<file path="src/rtl/imm_gen_pipe_pkg.sv">
// imm_gen_pipe shared types
// ImmSrc encodings and buffer state enumeration
package imm_gen_pipe_pkg;

    typedef logic [2:0] imm_src_t;

    localparam imm_src_t IMM_I = 3'd0;
    localparam imm_src_t IMM_S = 3'd1;
    localparam imm_src_t IMM_B = 3'd2;
    localparam imm_src_t IMM_U = 3'd3;
    localparam imm_src_t IMM_J = 3'd4;

    typedef enum logic [1:0] {
        ST_EMPTY = 2'd0,
        ST_ONE   = 2'd1,
        ST_FULL  = 2'd2
    } buf_state_t;

endpackage

</file>
<file path="src/rtl/imm_decode.sv">
// imm_decode: RISC-V immediate format decode
// builds the 32-bit immediate then sign-extends to XLEN
module imm_decode
    import imm_gen_pipe_pkg::*;
#(
    parameter int XLEN = 32
) (
    input  logic [31:0]     Instr_in,
    input  imm_src_t        ImmSrc,
    output logic [XLEN-1:0] imm_o,
    output logic            illegal_o
);

    logic [31:0] imm32;

    // Select the format; illegal selects yield zero
    always_comb begin
        imm32     = '0;
        illegal_o = 1'b0;
        unique case (ImmSrc)
            IMM_I: imm32 = {{20{Instr_in[31]}}, Instr_in[31:20]};
            IMM_S: imm32 = {{20{Instr_in[31]}}, Instr_in[31:25],
                            Instr_in[11:7]};
            IMM_B: imm32 = {{19{Instr_in[31]}}, Instr_in[31],
                            Instr_in[7], Instr_in[30:25],
                            Instr_in[11:8], 1'b0};
            IMM_U: imm32 = {Instr_in[31:12], 12'b0};
            IMM_J: imm32 = {{11{Instr_in[31]}}, Instr_in[31],
                            Instr_in[19:12], Instr_in[20],
                            Instr_in[30:21], 1'b0};
            default: illegal_o = 1'b1;
        endcase
    end

    assign imm_o = XLEN'($signed(imm32));

endmodule

</file>
<file path="src/rtl/imm_gen_pipe.sv">
// imm_gen_pipe: registered immediate generator
// decode feeds a 2-entry skid buffer with illegal counter
module imm_gen_pipe
    import imm_gen_pipe_pkg::*;
#(
    parameter int XLEN  = 32,
    parameter int CNT_W = 8
) (
    input  logic             clk,
    input  logic             rst,
    input  logic [31:0]      Instr_in,
    input  imm_src_t         ImmSrc,
    input  logic             in_valid,
    output logic             in_ready,
    output logic [XLEN-1:0]  Imm_Ext_out,
    output logic             imm_illegal,
    output logic             out_valid,
    input  logic             out_ready,
    output logic [CNT_W-1:0] illegal_cnt
);

    logic [XLEN-1:0]  dec_imm;
    logic             dec_ill;

    buf_state_t       state_q, state_d;
    logic [XLEN-1:0]  head_imm_q, head_imm_d;
    logic             head_ill_q, head_ill_d;
    logic [XLEN-1:0]  tail_imm_q, tail_imm_d;
    logic             tail_ill_q, tail_ill_d;
    logic [CNT_W-1:0] cnt_q, cnt_d;
    logic             rdy_q, rdy_d;

    logic             in_fire;
    logic             out_fire;

    imm_decode #(.XLEN(XLEN)) u_dec (
        .Instr_in  (Instr_in),
        .ImmSrc    (ImmSrc),
        .imm_o     (dec_imm),
        .illegal_o (dec_ill)
    );

    assign in_fire  = in_valid && rdy_q;
    assign out_fire = out_ready && (state_q != ST_EMPTY);

    // Buffer occupancy and entry movement
    always_comb begin
        state_d    = state_q;
        head_imm_d = head_imm_q;
        head_ill_d = head_ill_q;
        tail_imm_d = tail_imm_q;
        tail_ill_d = tail_ill_q;
        case (state_q)
            ST_EMPTY: begin
                if (in_fire) begin
                    head_imm_d = dec_imm;
                    head_ill_d = dec_ill;
                    state_d    = ST_ONE;
                end
            end
            ST_ONE: begin
                if (in_fire && out_fire) begin
                    head_imm_d = dec_imm;
                    head_ill_d = dec_ill;
                end else if (in_fire) begin
                    tail_imm_d = dec_imm;
                    tail_ill_d = dec_ill;
                    state_d    = ST_FULL;
                end else if (out_fire) begin
                    state_d    = ST_EMPTY;
                end
            end
            ST_FULL: begin
                if (out_fire) begin
                    head_imm_d = tail_imm_q;
                    head_ill_d = tail_ill_q;
                    state_d    = ST_ONE;
                end
            end
            default: state_d = ST_EMPTY;
        endcase
    end

    // Ready is a flop so out_ready never reaches in_ready
    always_comb begin
        rdy_d = (state_d != ST_FULL);
    end

    // Saturating count of accepted illegal formats
    always_comb begin
        cnt_d = cnt_q;
        if (in_fire && dec_ill && (cnt_q != {CNT_W{1'b1}})) begin
            cnt_d = cnt_q + CNT_W'(1);
        end
    end

    // State registers with synchronous reset
    always_ff @(posedge clk) begin
        if (rst) begin
            state_q    <= ST_EMPTY;
            head_imm_q <= '0;
            head_ill_q <= 1'b0;
            tail_imm_q <= '0;
            tail_ill_q <= 1'b0;
            cnt_q      <= '0;
            rdy_q      <= 1'b1;
        end else begin
            state_q    <= state_d;
            head_imm_q <= head_imm_d;
            head_ill_q <= head_ill_d;
            tail_imm_q <= tail_imm_d;
            tail_ill_q <= tail_ill_d;
            cnt_q      <= cnt_d;
            rdy_q      <= rdy_d;
        end
    end

    assign in_ready    = rdy_q;
    assign out_valid   = (state_q != ST_EMPTY);
    assign Imm_Ext_out = head_imm_q;
    assign imm_illegal = head_ill_q;
    assign illegal_cnt = cnt_q;

endmodule

</file>
<file path="config.mk">
export PLATFORM = sky130hd
export DESIGN_NAME = imm_gen_pipe
export DESIGN_NICKNAME = d
export VERILOG_FILES = /design/src/rtl/imm_gen_pipe_pkg.sv /design/src/rtl/imm_decode.sv /design/src/rtl/imm_gen_pipe.sv
export SDC_FILE = /design/constraint.sdc
export NUM_CORES = 1
export LEC_CHECK = 0
export BUFFER_PORTS_ARGS = -buffer_cell sky130_fd_sc_hd__buf_2
export CAP_MARGIN = 25
export CORE_MARGIN = 1.5
export CORE_UTILIZATION = 30
export CTS_CLUSTER_SIZE = 16
export DETAILED_ROUTE_END_ITERATION = 7
export GPL_TIMING_DRIVEN = 0
export SLEW_MARGIN = 20
export SYNTH_ARGS = -nofsm -noshare
export SYNTH_HDL_FRONTEND = slang
export SYNTH_HIERARCHICAL = 1
export SYNTH_SLANG_ARGS = --single-unit
</file>
<file path="constraint.sdc">
create_clock -name clk -period 3.5 [get_ports clk]
set_input_delay 0.525 -clock clk [delete_from_list [all_inputs] [get_ports clk]]
set_output_delay 0.525 -clock clk [all_outputs]
set_load 0.01 [all_outputs]
</file>
==> results.toml <==
[clock_network]
postCtsSetupBuffers = 0
clk_pin_slew_ns = 0.06
clock_tree.htree_level_count = 3
worst_skew_late_latency_ns = 0.34
num_clock_sinks = 77
cts_root_buf = "sky130_fd_sc_hd__clkbuf_16"
cts_resized = 0
cts-root-to-sink-buffers = 2
tritoncts = "done"
tritoncts.num_buffers = 9
cts.hold.buffers_added = 0

[global_route]
grt_pass1_wl_mm = 16.5
grt_antenna_before_repair = 0
overflow = 0
grt_util_all_layers_pct = 16.1
grt_pass1_vias = 3234
grt_start_max_net_pins = 14

[worst_setup_path]
cp_slowest_cell = "sky130_fd_sc_hd__mux2_2"
critical_path.top_delay_family = "buffers and inverters"
start_kind = "primary input"
worst_setup_path_category = "in -> reg"
critPathRequiredTime_ns = 3.72
worst-path-max-fanout = 10
timing.critical_path.arrival_ns = 2.15
crit_chain = "buf_2, buf_4, o21a_1, and3_1, buf_2, o211ai_1, nor3_1, mux2_2"
crit_path_max_incr_delay_ns = 0.36
crit_end_category = "register"
cp_common_cell = "sky130_fd_sc_hd__buf_2"
worstPathBufferInverterCount = 3

[drt]
viasPerCell = 4.77
drc_viols = 0
detail-route-antenna-nets = 0
drt-wirelength-per-cell_um = 14.5
route.final.wire_length_mm = 10.1
detailedRoute.firstIterationViolations = 127
dr_total_vias = 3342
firstDrtPassIters = 4

[logic_synthesis]
postSynth.asyncResetShare_pct = 0
synth_ff_type = "sky130_fd_sc_hd__dfxtp_1"
synthCells = 444
edff_count_synth = 0
number_of_flip_flops_and_latches_in_the_synthesized_netlist = 77
yosysTopAreaCell = "sky130_fd_sc_hd__dfxtp_1"
synth_top_cell_area_share_pct = 41.3
netlist_top_cells_area = "sky130_fd_sc_hd__dfxtp_1, sky130_fd_sc_hd__mux2i_1, sky130_fd_sc_hd__nand2_1"
synth.net_count = 484
synthesis.area_per_instance_um2 = 8.41
post_synth_instance_area_um2 = 3740
synth_sequential_area_ratio_pct = 41.3
yosysUniqueCellTypes = 41
ys.warnings.count = 6

[timing]
timing.final.ws_setup_ns = 1.57
hold_ws_ns = 0.452
finalWorstPathRequiredPeriod_ns = 1.93
final.setup_skew_ns = 0.00689
worst_slew_margin_rel_pct = 54.7
timing.setup.tns_ns = 0
grt_setup_unrepaired = "no"
timing_worst_slew_pin_value_ns = 0.680
pins_over_slew_limit = 0
min_period_over_period_pct = 55.0
fmax_mhz = 519
setup_viol = 0
report.final.hold_viol_count = 0

[power]
total_switching_power_uw = 596
comb_power_share_pct = 15.1
clock_power_share_pct = 43.7
internal_power_mw = 1.71
p_leak_nw = 2.11
p_seq_share_pct = 41.2
power_per_cell_area_nw_per_um2 = 497
proportion_of_total_power_due_to_net_switching_pct = 25.9
peakVddDrop_uv = 222

[job]
max_cap_viols = 0

[finish]
design.final.nets = 567
most_frequent_cells_in_the_layout = "sky130_fd_sc_hd__nand2_1, sky130_fd_sc_hd__buf_2, sky130_fd_sc_hd__dfxtp_1"
area_delta_synth_final_pct = 24.0
antenna_cells = 0
final_area_um2 = 4630
layout.cells.most_common = "sky130_fd_sc_hd__nand2_1"
drive_above_1_share_pct = 25.4
layout.filler_cells = 1256

[floorplanning]
die-height_um = 115
initial_core_util_pct = 31.0
floorplan.rows = 40
placeable_core_region_um2 = 12100
floorplan.die.width_um = 115
fp.dieArea_um2 = 13100
pin_count = 82

[place]
hpwlAfterDp_mm = 7.63
place.port_buffers = 72
gp_routability_congestion = 0.822
detailedPlace.worstSlack_ns = 1.26
post_dp_cell_area_um2 = 4310

[status]
outcome = "finished, final reports clean"

[worst_hold_path]
worst_hold_path_type = "reg -> reg"
-- layer usage --
layer / up-vias / part of all wire [%] / GRT usage [%]
li1: 1690 / - / -
met2: 75 / 46 / 25.2
met1: 1562 / 47 / 21.6
met4: 0 / 2.1 / 7.17
met5: - / 0 / 0
met3: 15 / 5.3 / 3.02
-- state kept, by name (all words and copies together), names as in the netlist --
name,flops
Imm_Ext_out,32
state_q,2
imm_illegal,1
tail_ill_q,1
in_ready,1
illegal_cnt,8
tail_imm_q,32
-- power by group through the flow --
stage          logic (mW)  clock network, mW  registers (mW)
2_1_floorplan       0.207                  0           0.985
3_5_place_dp        0.349                  0           0.969
3_3_place_gp        0.342                  0           0.968
5_1_grt             0.386               1.06           0.956
4_1_cts             0.351               1.03           0.950
6_report            0.348               1.01           0.950
-- cells in the mapped netlist, types with 2 or more instances --
master and count:
sky130_fd_sc_hd__and3_1 2, sky130_fd_sc_hd__nor2b_1 9, sky130_fd_sc_hd__o22ai_1 12, sky130_fd_sc_hd__nand2b_1 6, sky130_fd_sc_hd__dfxtp_1 77, sky130_fd_sc_hd__buf_2 12
sky130_fd_sc_hd__inv_1 6, sky130_fd_sc_hd__nand3b_1 2, sky130_fd_sc_hd__nor3_1 2, sky130_fd_sc_hd__buf_6 4, sky130_fd_sc_hd__a211oi_2 10, sky130_fd_sc_hd__a211oi_1 23
sky130_fd_sc_hd__mux2_2 5, sky130_fd_sc_hd__and2_1 3, sky130_fd_sc_hd__and3b_1 2, sky130_fd_sc_hd__a21oi_1 51, sky130_fd_sc_hd__xor2_1 5, sky130_fd_sc_hd__o211ai_1 2
sky130_fd_sc_hd__nand2_1 93, sky130_fd_sc_hd__and2b_1 2, sky130_fd_sc_hd__clkbuf_1 11, sky130_fd_sc_hd__mux2i_1 36, sky130_fd_sc_hd__buf_4 10, sky130_fd_sc_hd__nor2_1 42
-- final timing paths --
path,from,to,slack (ns),depth (start not counted)
max,ImmSrc[0],illegal_cnt[7],1.57,8
min,tail_imm_q[9],tail_imm_q[9],0.45,2
max reg2reg,illegal_cnt[0],illegal_cnt[7],1.89,5
min reg2reg,tail_imm_q[9],tail_imm_q[9],0.45,2
-- layout make-up --
cell class                      instances  area, um^2  area share, %
Buffer                                 38         225           4.86
Clock buffer                           10         239           5.16
Clock inverter                          6        86.3           1.86
Inverter                                6        22.5          0.486
Multi-Input combinational cell        323        1950           42.0
Sequential cell                        77        1540           33.3
Tap cell                              168         210           4.54
Timing Repair Buffer                   72         360           7.78
-- through the flow --
stage	power (mW)	util, %	instances
3_3_place_gp	1.31	35.7	684
4_1_cts	2.33	38.4	700
5_1_grt	2.41	38.4	700
6_report	2.30	38.4	700
3_5_place_dp	1.32	35.7	684
2_1_floorplan	1.19	-	444
-- worst min-delay path: stages (launching register included) --
cell	delay, ns
sky130_fd_sc_hd__dfxtp_1	0.30
sky130_fd_sc_hd__nand2_1	0.05
sky130_fd_sc_hd__a21oi_1	0.05
-- cell families after synthesis --
| logic type | share of synthesized area (%) |
|---|---|
| AOI/OAI and AO/OA | 19.1 |
| xor gates and xnor gates | 1.41 |
| adders and majority gates | 0.636 |
| buffers and inverters | 6.63 |
| DFF | 41.3 |
| muxes | 11.2 |
| and+or+nand+nor | 19.9 |
No activity file was read; power rests on OpenSTA's default activity.
